[src/rtl/spi_trim_pkg.sv]
// Shared types and constants for the SPI trim register bank.
//   state_t        : frame FSM states
//   CMD_W / ADDR_W : command byte width and register pointer width
//   RW_BIT         : command bit selecting write (1) or read (0)
//   addr_in_range  : true when a pointer addresses an implemented register
package spi_trim_pkg;

   localparam int unsigned CMD_W  = 8;
   localparam int unsigned ADDR_W = 7;
   localparam int unsigned RW_BIT = 7;

   typedef enum logic [1:0] {
      IDLE,
      CMD,
      DATA
   } state_t;

   function automatic logic addr_in_range(input logic [ADDR_W-1:0] a,
                                          input int unsigned       nregs);
      return 32'(a) < nregs;
   endfunction

endpackage

[src/rtl/spi_sync_edge.sv]
// Two-flop synchroniser with registered rise/fall pulses.
//   clk, rst : system clock, synchronous active-high reset
//   d        : asynchronous input
//   sync     : synchronised level
//   rise     : one-cycle pulse, 3 clk after a rising pin edge
//   fall     : one-cycle pulse, 3 clk after a falling pin edge
module spi_sync_edge #(
   parameter logic RST_LVL = 1'b0
) (
   input  logic clk,
   input  logic rst,
   input  logic d,
   output logic sync,
   output logic rise,
   output logic fall
);

   logic meta;
   logic sync_q;

   always_ff @(posedge clk) begin
      if (rst) begin
         meta   <= RST_LVL;
         sync   <= RST_LVL;
         sync_q <= RST_LVL;
         rise   <= 1'b0;
         fall   <= 1'b0;
      end else begin
         meta   <= d;
         sync   <= meta;
         sync_q <= sync;
         rise   <= sync & ~sync_q;
         fall   <= ~sync & sync_q;
      end
   end

endmodule

[src/rtl/spi_trim_bank.sv]
// Parametrised SPI trim register bank (mode 0, MSB first).
// Frame: command byte {rw, addr[6:0]} followed by REG_W-bit data words,
// pointer auto-increments after each word.
// Optional feature macro: SPI_TRIM_SHADOW_EN -- writes land in shadows and
// are committed to o_trim together one clk after cs_n rises internally.
//   clk, rst        : system clock, synchronous active-high reset
//   i_sclk, i_cs_n  : SPI clock / chip select (asynchronous)
//   i_mosi          : SPI data in (asynchronous)
//   o_miso          : SPI data out, changes after sclk fall
//   o_miso_oe       : high while synchronised cs_n is low
//   o_addr          : current register pointer
//   o_trim          : flat trim bus, register k at [k*REG_W +: REG_W]
//   o_busy          : high while in CMD or DATA
module spi_trim_bank
   import spi_trim_pkg::*;
#(
   parameter int unsigned      NREGS   = 8,
   parameter int unsigned      REG_W   = 8,
   parameter logic [REG_W-1:0] RST_VAL = '0
) (
   input  logic                   clk,
   input  logic                   rst,
   input  logic                   i_sclk,
   input  logic                   i_cs_n,
   input  logic                   i_mosi,
   output logic                   o_miso,
   output logic                   o_miso_oe,
   output logic [ADDR_W-1:0]      o_addr,
   output logic [NREGS*REG_W-1:0] o_trim,
   output logic                   o_busy
);

   localparam int unsigned SR_W      = (REG_W > CMD_W) ? REG_W : CMD_W;
   localparam int unsigned BIT_CNT_W = 6;

   state_t state;
   state_t state_next;

   logic sclk_s, sclk_rise, sclk_fall;
   logic cs_s, cs_rise, cs_fall;
   logic mosi_m, mosi_s;

   logic [BIT_CNT_W-1:0] bit_cnt;
   logic [SR_W-2:0]      rx_sr;
   logic [SR_W-1:0]      rx_next;
   logic [REG_W-1:0]     tx_sr;
   logic                 is_wr;

   logic bit_rise, bit_fall;
   logic cmd_done, word_done;
   logic busy_c;

   logic [ADDR_W-1:0] cmd_addr;
   logic              cmd_rw;
   logic [REG_W-1:0]  word_c;
   logic [ADDR_W-1:0] addr_inc_c;
   logic [REG_W-1:0]  rd_cmd_c;
   logic [REG_W-1:0]  rd_next_c;

`ifdef SPI_TRIM_SHADOW_EN
   logic [NREGS*REG_W-1:0] shadow;
   logic [NREGS-1:0]       dirty;
`endif

   spi_sync_edge #(.RST_LVL(1'b0)) u_sclk_sync (
      .clk  (clk),
      .rst  (rst),
      .d    (i_sclk),
      .sync (sclk_s),
      .rise (sclk_rise),
      .fall (sclk_fall)
   );

   spi_sync_edge #(.RST_LVL(1'b1)) u_cs_sync (
      .clk  (clk),
      .rst  (rst),
      .d    (i_cs_n),
      .sync (cs_s),
      .rise (cs_rise),
      .fall (cs_fall)
   );

   // MOSI needs only the level synchroniser
   always_ff @(posedge clk) begin
      if (rst) begin
         mosi_m <= 1'b0;
         mosi_s <= 1'b0;
      end else begin
         mosi_m <= i_mosi;
         mosi_s <= mosi_m;
      end
   end

   // FSM state register
   always_ff @(posedge clk) begin
      if (rst) state <= IDLE;
      else     state <= state_next;
   end

   // FSM next state; deasserted chip select wins from any state
   always_comb begin
      state_next = state;
      if (cs_s || cs_rise) begin
         state_next = IDLE;
      end else begin
         case (state)
            IDLE:    if (cs_fall) state_next = CMD;
            CMD:     if (cmd_done) state_next = DATA;
            DATA:    state_next = DATA;
            default: state_next = IDLE;
         endcase
      end
   end

   // FSM decode; edges are qualified by the level to reject one-cycle glitches
   always_comb begin
      bit_rise  = sclk_rise & sclk_s;
      bit_fall  = sclk_fall & ~sclk_s;
      cmd_done  = (state == CMD)  && !cs_s && bit_rise
                  && (bit_cnt == BIT_CNT_W'(CMD_W - 1));
      word_done = (state == DATA) && !cs_s && bit_rise
                  && (bit_cnt == BIT_CNT_W'(REG_W - 1));
      busy_c    = (state_next != IDLE);
   end

   // Datapath decode: incoming word/command, pointer increment, read muxes
   always_comb begin
      rx_next  = {rx_sr, mosi_s};
      word_c   = rx_next[REG_W-1:0];
      cmd_addr = rx_next[ADDR_W-1:0];
      cmd_rw   = rx_next[RW_BIT];

      // in-range pointers wrap at NREGS, out-of-range ones at 2^ADDR_W
      if (addr_in_range(o_addr, NREGS) && (32'(o_addr) + 32'd1 == NREGS))
         addr_inc_c = '0;
      else
         addr_inc_c = o_addr + ADDR_W'(1);

      // unmatched (out-of-range) addresses read as zero
      rd_cmd_c  = '0;
      rd_next_c = '0;
      for (int unsigned k = 0; k < NREGS; k++) begin
         if (32'(cmd_addr) == k)   rd_cmd_c  = o_trim[k*REG_W +: REG_W];
         if (32'(addr_inc_c) == k) rd_next_c = o_trim[k*REG_W +: REG_W];
      end
   end

   // Shift registers, pointer, trim storage and registered outputs
   always_ff @(posedge clk) begin
      if (rst) begin
         bit_cnt   <= '0;
         rx_sr     <= '0;
         tx_sr     <= '0;
         is_wr     <= 1'b0;
         o_addr    <= '0;
         o_miso    <= 1'b0;
         o_miso_oe <= 1'b0;
         o_busy    <= 1'b0;
         o_trim    <= {NREGS{RST_VAL}};
`ifdef SPI_TRIM_SHADOW_EN
         shadow    <= {NREGS{RST_VAL}};
         dirty     <= '0;
`endif
      end else begin
         o_busy    <= busy_c;
         o_miso_oe <= ~cs_s;

         if (state_next == IDLE || cmd_done || word_done)
            bit_cnt <= '0;
         else if (bit_rise)
            bit_cnt <= bit_cnt + BIT_CNT_W'(1);

         if (bit_rise) rx_sr <= rx_next[SR_W-2:0];

         if (cmd_done) begin
            o_addr <= cmd_addr;
            is_wr  <= cmd_rw;
            tx_sr  <= rd_cmd_c;
         end else if (word_done) begin
            o_addr <= addr_inc_c;
            if (!is_wr) tx_sr <= rd_next_c;
         end else if (bit_fall && state == DATA && !is_wr) begin
            tx_sr <= tx_sr << 1;
         end

         if (state_next != DATA || is_wr)
            o_miso <= 1'b0;
         else if (bit_fall)
            o_miso <= tx_sr[REG_W-1];

`ifdef SPI_TRIM_SHADOW_EN
         if (word_done && is_wr) begin
            for (int unsigned k = 0; k < NREGS; k++) begin
               if (32'(o_addr) == k) begin
                  shadow[k*REG_W +: REG_W] <= word_c;
                  dirty[k]                 <= 1'b1;
               end
            end
         end
         // atomic commit of everything written during the frame
         if (cs_rise) begin
            for (int unsigned k = 0; k < NREGS; k++) begin
               if (dirty[k]) o_trim[k*REG_W +: REG_W] <= shadow[k*REG_W +: REG_W];
            end
            dirty <= '0;
         end
`else
         if (word_done && is_wr) begin
            for (int unsigned k = 0; k < NREGS; k++) begin
               if (32'(o_addr) == k) o_trim[k*REG_W +: REG_W] <= word_c;
            end
         end
`endif
      end
   end

endmodule

[config.mk]
export PLATFORM = sky130hd
export DESIGN_NAME = spi_trim_bank
export DESIGN_NICKNAME = d
export VERILOG_FILES = /design/src/rtl/spi_trim_pkg.sv /design/src/rtl/spi_sync_edge.sv /design/src/rtl/spi_trim_bank.sv
export SDC_FILE = /design/constraint.sdc
export NUM_CORES = 1
export LEC_CHECK = 0
export CAP_MARGIN = 25
export CORE_ASPECT_RATIO = 0.6
export CORE_MARGIN = 2
export CORE_UTILIZATION = 59
export DETAILED_ROUTE_END_ITERATION = 6
export HOLD_SLACK_MARGIN = 0.08
export PLACE_DENSITY = 0.85
export SYNTH_ARGS = -nofsm -noshare
export SYNTH_HDL_FRONTEND = slang
export SYNTH_SLANG_ARGS = --single-unit
[constraint.sdc]
create_clock -name clk -period 3.9 [get_ports clk]
set_input_delay 1.17 -clock clk [delete_from_list [all_inputs] [get_ports clk]]
set_output_delay 1.17 -clock clk [all_outputs]
set_load 0.005 [all_outputs]
==> results of run 1 <==
-- per-stage QoR --
step	std cells	utilization (%)
after floorplan	712	-
after global placement	870	69.23
after detailed placement	870	69.23
after CTS	886	72.31
after global routing	887	72.39
final	887	72.39
-- registers in the layout, summed over array words and instances, names as in the netlist, 2 cells and up --
| signal | count |
|---|---|
| tx_sr | 8 |
| rx_sr | 7 |
| o_addr | 7 |
| state | 2 |
| o_trim | 64 |
| bit_cnt | 6 |
-- Yosys cell counts (all sizes together), types with 2 or more instances --
cell,count,area (um^2)
nand2,136,510.5
a21oi,111,555.5
dfxtp,110,2202
nand3,67,335.3
clkbuf,36,135.1
nor2,31,116.4
buf,28,140.1
o21ai,23,115.1
inv,21,78.82
a221oi,18,157.7
mux4,13,292.8
nor2b,10,62.56
a22oi,8,60.06
ha,6,75.07
nor3,6,35.03
o22ai,6,37.54
a31oi,5,31.28
and2,4,25.02
nand2b,4,25.02
nand4b,4,35.03
nor4,4,61.31
o31ai,4,30.03
xor2,4,35.03
a211o,3,26.28
a211oi,3,22.52
and3,3,18.77
mux2i,3,30.03
nor3b,3,22.52
o221ai,3,26.28
or2,3,18.77
xnor2,3,26.28
a222oi,2,20.02
a2bb2oi,2,23.77
and4,2,17.52
mux2,2,22.52
nand3b,2,15.01
nand4,2,12.51
nor4b,2,17.52
o21bai,2,15.01
-- area by class of cell --
class                           count  area [um^2]  area share (%)
Sequential cell                   110         2202           32.98
Multi-Input combinational cell    517         3060           45.84
Inverter                           21        78.83           1.181
Tap cell                          130        162.7           2.436
Clock buffer                       10        239.0           3.579
Clock inverter                      6        45.04          0.6747
Timing Repair Buffer               93        888.4           13.31
-- report_power, final --
group	internal, mW	switching, mW	leakage (nW)
Clock	0.456	0.438	0.143
Combinational	0.0106	0.0240	1.06
Sequential	1.13	0.00340	0.887
Total	1.59	0.465	2.09
-- cells by family (layout without fill, tap and decap cells) --
group	count (synthesis)	after routing
AOI/OAI and AO/OA	201	201
xor gates and xnor gates	7	7
adders and majority gates	6	6
buffers and inverters	85	130
DFF	110	110
muxes	18	18
and+or+nand+nor	285	285
-- worst min-delay path by stage --
stage                                        from  slack [ps]                     endpoint  depth (start not counted)
CTS                 u_sclk_sync.sync_q$_SDFF_PP0_         430  u_sclk_sync.rise$_SDFF_PP0_                          1
global placement    u_sclk_sync.sync_q$_SDFF_PP0_         390  u_sclk_sync.rise$_SDFF_PP0_                          1
global route            u_cs_sync.meta$_SDFF_PP1_         450    u_cs_sync.sync$_SDFF_PP1_                          1
detailed placement      u_cs_sync.meta$_SDFF_PP1_         400    u_cs_sync.sync$_SDFF_PP1_                          1
finish              u_sclk_sync.sync_q$_SDFF_PP0_         420  u_sclk_sync.rise$_SDFF_PP0_                          1
floorplan           u_sclk_sync.sync_q$_SDFF_PP0_         380  u_sclk_sync.rise$_SDFF_PP0_                          1
-- per-layer routing --
metal / global-route usage (%) / part of all wire (%) / vias to the layer above
li1: - / - / 2611
met1: 50.82 / 40 / 2705
met2: 51.05 / 41 / 473
met3: 12.67 / 16 / 62
met4: 10.32 / 2.4 / 0
met5: 0 / 0 / -
==> key figures, run 1 <==
STA
  – Crit path time final: about 3000 ps
  – FMAX: 0.3427 GHz
  – Hold Vio Cnt, Final: 0
  – Tcrit/Tclk final: about three quarters
  – Total Neg Setup Slack: 0 ps
  – Setup slack after layout: 982.3 ps
  – Slew Limit Fails: 0
  – Slew @ Worst Pin: 1029 ps
  – RSZ-0062 raised after global routing: false
  – Clk_skew: around 4.8 ps
  – Slew HR: 31.42%
  – Final hold slack: 422.8 ps
  – Setup violators final: 0

Yosys
  – Yosys reg bits: 110
  – Top_reg_cell synth: dfxtp_1
  – Post-synthesis compound-gate area fraction: 21.86%
  – Syn Nets: 723
  – Synth Area in XOR/XNOR: under 10%
  – Number of synthesis warnings: 0
  – Cell variety after synth: 60
  – Main combinational cell family by area after synthesis: simple AND/OR/NAND/NOR gates
  – Cell Area, Synth: 5614 um^2
  – Simple-gate share of the synthesized area: 24.02%
  – Post-synthesis mux area share: 6.151%
  – Post-synthesis adder-cell area fraction: 1.337%
  – Asr flop ratio synth: 0%
  – Mean Syn Cell Area: 7.885 um^2
  – Post-synth EDFFs: 0
  – Post-Syn Instances: 712
  – Sequential fraction of the synthesis area: 39.22%

Power and ir drop
  – Overall power: 2.058 mW
  – Leak: roughly 2.1 nW
  – VDD IR max: 0.0002631 V
  – Power Density: 308.3 nW/um^2

Clock network
  – Clock latency on the worst-skew pair: 350 ps
  – Clock buffer count from CTS: 9
  – # hold bufs at CTS: 0
  – Clk buf depth: 2
  – Depth of the CTS H-tree: 3
  – Clk root buf: clkbuf_16
  – # resized after CTS: 0
  – CTS tree: done
  – Number of setup buffers added after CTS: 0
  – Clock-pin slew on the worst setup and hold paths: ~70 ps
  – TritonCTS sink count: 110

Floorplanning
  – Starting Density: 60.87%
  – Ports: 79
  – Horiz. Die Dim: 129.9 um
  – Rows: 27
  – DIE HEIGHT: 79.56 um
  – Core area: 9223 um^2
  – Die ar.: 10340 um^2

GRT
  – Vias in the first global route: 5256
  – Global-route wire length before repair: 28200 um
  – Total track usage: a little over a third
  – Antenna violations before repair: 0
  – Grt ovf: 0
  – Largest net degree at the start of global routing: 57

Placement
  – Input/output buffers: 78
  – DP HPWL: 12730 um
  – Place WS: 1148 ps
  – Placed Area: about 6400 um^2
  – Gpl congestion: approximately 1.1

Worst setup path
  – Critical path's largest stage delay: 760 ps
  – CP Class: reg -> out
  – Crit path depth: 1
  – FF-to-FF Start: o_addr[0]$_SDFFE_PP0P_
  – CP endpoint kind: output pin
  – Largest fanout on the critical path: 14
  – Worst Setup SP: o_addr[3]$_SDFFE_PP0P_
  – Reg2reg path depth: 8
  – Critical path buffers and inverters: 1
  – Worst Path Arrival: roughly 1800 ps
  – Delay-heaviest family, CP: flip-flops
  – Crit path required time: 2730 ps
  – CP cell instances: clkdlybuf4s50_1
  – Critical path's slowest cell: dfxtp_1
  – FF-to-FF setup slack: just over 1000 ps
  – End of the worst register-to-register path: tx_sr[0]$_SDFFE_PP0P_
  – Critical Path End: o_addr[3]
  – Startpoint type of the worst setup path: register

Detailed routing
  – Vias per cell: 6.596
  – Routed WL per cell: 20.72 um
  – Detail Route Antenna Nets: 0
  – Via count: roughly 5900
  – Number of iterations in the first detailed-routing pass: 6
  – Drt total wl: about 18000 um
  – Drt drc: 0
  – Starting DRT DRC Count: 816

Finish
  – Final instance area: 6676 um^2
  – Layout cells sized above 1: 7.794%
  – Area growth from synthesis to layout: 18.92%
  – Commonest non-fill, non-tap cell in the layout: nand2_1
  – ANT cells: 0
  – Most frequent cells in the layout: 136 x nand2_1, 111 x a21oi_1, 110 x dfxtp_1
  – Final Net Count: roughly 760
  – Fill count: between 700 and 800

Min path
  – HP Class: reg -> reg

Status
  – Status: finished, final reports clean

Run
  – Max_cap viols: 0
Power figures use the tool's default switching activity.
==> run 2: changes to the inputs <==
CORE_UTILIZATION = 50   (was 59)
PLACE_DENSITY = 0.77   (was 0.85)
clock period = 2.6 ns   (was 3.9 ns; I/O delays follow)
==> key figures, run 2 (synthesized netlist as in run 1, its figures left out) <==
Status
  – Status: finished, final reports clean

Detailed routing
  – Detail Route Antenna Nets: 0 (unchanged)
  – Routed wl met2: 7799 um (+2.5%)
  – Met1 WL: 8252 um (+12%)
  – Drt drc: 0 (unchanged)
  – Vias per cell: 6.463 (-2.0%)
  – Via count: 5868 (+0.29%)
  – DR top layer: met4
  – Routed WL per cell: 21.24 um (+2.5%)
  – Starting DRT DRC Count: 955 (+17%)
  – Met3 WL: 2810 um (-4.9%)
  – Number of iterations in the first detailed-routing pass: 6 (unchanged)
  – Drt total wl: 19290 um (+5.0%)

Finish
  – Commonest non-fill, non-tap cell in the layout: nand2_1
  – Largest registers: o_trim x64, tx_sr x8
  – Final Net Count: 775 (+1.6%)
  – Largest register FFs: 64 (unchanged)
  – Most frequent cells in the layout: 136 x nand2_1, 110 x a21oi_1, 110 x dfxtp_1
  – Multi-input logic area: 3075 um^2 (+0.49%)
  – Final instance area: 6863 um^2 (+2.8%)
  – Layout cells sized above 1: 9.363% (+1.6 points)
  – Layout Utilization: 63.90% (-8.5 points)
  – Fin cells: 908 (+2.4%)
  – Most flop-heavy register: o_trim
  – Sequential cell area: 2202 um^2 (unchanged)
  – Area growth from synthesis to layout: 22.24%
  – Fill count: 908 (+25%)
  – ANT cells: 0 (unchanged)

GRT
  – Global-route wire length before repair: 29930 um (+6.1%)
  – Antenna violations before repair: 0 (unchanged)
  – Grt ovf: 0 (unchanged)
  – Vias in the first global route: 5212 (-0.84%)
  – Total track usage: 31.99% (-3.8 points)
  – Largest net degree at the start of global routing: 44 (-23%)

STA
  – Crit path time final: roughly 2400 ps
  – FMAX: between 0.4 and 0.5 GHz
  – Slew @ Worst Pin: 696.4 ps (-332.3 ps)
  – Setup violators final: 0 (unchanged)
  – Slew Limit Fails: 0 (unchanged)
  – Total Neg Setup Slack: 0 ps (unchanged)
  – Clk_skew: 8.709 ps (+3.861 ps)
  – RSZ-0062 raised after global routing: false
  – Slew HR: 53.51% (+22 points)
  – Tcrit/Tclk final: between 90% and 100%
  – Hold Vio Cnt, Final: 0 (unchanged)

Clock network
  – Clock-pin slew on the worst setup and hold paths: 80 ps (about the same)
  – # hold bufs at CTS: 0 (unchanged)
  – TritonCTS sink count: 110 (unchanged)
  – Clk buf depth: 2 (unchanged)
  – Clock latency on the worst-skew pair: 360 ps (about the same)
  – Depth of the CTS H-tree: 3 (unchanged)
  – Clk root buf: clkbuf_16
  – Clock buffer count from CTS: 9 (unchanged)
  – CTS tree: done

Worst setup path
  – CP cell instances: ha_1 > buf_4 > nand2_1 > a2bb2o_4 > o22ai_1 > nand4b_1 > o31ai_1
  – Crit path required time: 2870 ps (+140 ps)
  – CP endpoint kind: register
  – Startpoint type of the worst setup path: register
  – CP Class: reg -> reg
  – FF-to-FF setup slack: 170 ps (-850 ps)
  – End of the worst register-to-register path: tx_sr[4]$_SDFFE_PP0P_
  – Reg2reg path depth: 7 (-1)
  – Critical path's largest stage delay: 590 ps (-170 ps)
  – Worst Path Arrival: 2700 ps (+950 ps)
  – Critical path's slowest cell: dfxtp_1
  – FF-to-FF Start: o_addr[0]$_SDFFE_PP0P_
  – Largest fanout on the critical path: 21 (+7)

Placement
  – Gpl congestion: 0.9235 (-13%)
  – Placed Cells: 892 (+2.5%)
  – Input/output buffers: 78 (unchanged)
  – DP HPWL: 13420 um (+5.4%)
  – Placed Area: 6531 um^2 (+2.3%)

Power and ir drop
  – Sw frac: 22.91% (+0.31 points)
  – Combinational Power Share: 1.8% (about the same)
  – Sequential power share: 52.6% (-2.3 points)
  – Power Density: 468.9 nW/um^2 (+52%)
  – Leak: 2.176 nW (+3.9%)
  – Int Pwr: 2.481 mW (+56%)
  – VDD IR max: 0.0003327 V (+26%)
  – Clk pwr share: 45.5% (+2.1 points)
  – Sw power: 0.7371 mW (+58%)

Run
  – Max_cap viols: 0 (unchanged)

Floorplanning
  – DIE HEIGHT: 86.08 um (+8.2%)
  – Rows: 29 (+7.4%)
  – Starting Density: 52.27% (-8.6 points)
  – Core area: 10740 um^2 (+16%)
  – Die ar.: 12120 um^2 (+17%)
  – Ports: 79 (unchanged)
  – Horiz. Die Dim: 140.8 um (+8.4%)

Min path
  – Hold depth: 1 (unchanged)
  – Hold_sp: u_cs_sync.sync_q$_SDFF_PP1_
  – WHS Endpoint: u_cs_sync.rise$_SDFF_PP0_
  – HP Class: reg -> reg
run 2: final cells by class:
cell class / instances / share of cell area [%]
Timing Repair Buffer: 105 / 14.80
Clock buffer: 9 / 3.282
Multi-Input combinational cell: 517 / 44.81
Clock inverter: 7 / 1.331
Inverter: 21 / 1.149
Tap cell: 139 / 2.534
Sequential cell: 110 / 32.09
run 2: repair_timing:
| item | in CTS | in global routing |
|---|---|---|
| buffers inserted | 0 | 0 |
| endpoints found under the setup margin | 0 | 2 |
| gates resized for setup | 0 | 2 |
run 2: routing by layer:
layer / vias to the layer above / global-route usage [%]
li1: 2635 / -
met3: 47 / 11.33
met4: 0 / 8.000
met5: - / 0
met2: 446 / 43.86
met1: 2740 / 47.51
run 2: worst max path at each step:
stage / end / slack (ps) / cells past startpoint / startpoint
after floorplan: tx_sr[0]$_SDFFE_PP0P_ / 530 / 9 / o_addr[1]$_SDFFE_PP0P_
after global placement: tx_sr[2]$_SDFFE_PP0P_ / 350 / 7 / o_addr[0]$_SDFFE_PP0P_
after detailed placement: tx_sr[2]$_SDFFE_PP0P_ / 180 / 7 / o_addr[0]$_SDFFE_PP0P_
after CTS: tx_sr[2]$_SDFFE_PP0P_ / 170 / 7 / o_addr[0]$_SDFFE_PP0P_
after global routing: tx_sr[7]$_SDFFE_PP0P_ / 60 / 7 / o_addr[0]$_SDFFE_PP0P_
final: tx_sr[4]$_SDFFE_PP0P_ / 170 / 7 / o_addr[0]$_SDFFE_PP0P_
run 2: worst max-delay path, delay by kind of cell (launching register included):
kind            cells  cell delay [ps]
flops               1              590
fa+ha+maj           1              390
simple gates        2              350
buf+inv             1              350
compound gates      3              660
run 2: stage by stage:
stage	worst slack (ps)	power (mW)	hold WS, ps
final	169.9	3.218	409.4
after global routing	59.47	3.307	435.9
after CTS	174.3	3.228	414.9
after detailed placement	181.1	1.791	403.6
after global placement	352.4	1.790	392.8
after floorplan	533.3	1.770	383.5
run 2: power groups by stage:
| stage | Sequential (mW) | Combinational, mW | Clock, mW |
|---|---|---|---|
| finish | 1.69 | 0.0587 | 1.47 |
| global placement | 1.73 | 0.0570 | 0 |
| floorplan | 1.73 | 0.0370 | 0 |
| detailed placement | 1.73 | 0.0577 | 0 |
| global route | 1.69 | 0.0629 | 1.55 |
| CTS | 1.69 | 0.0576 | 1.48 |
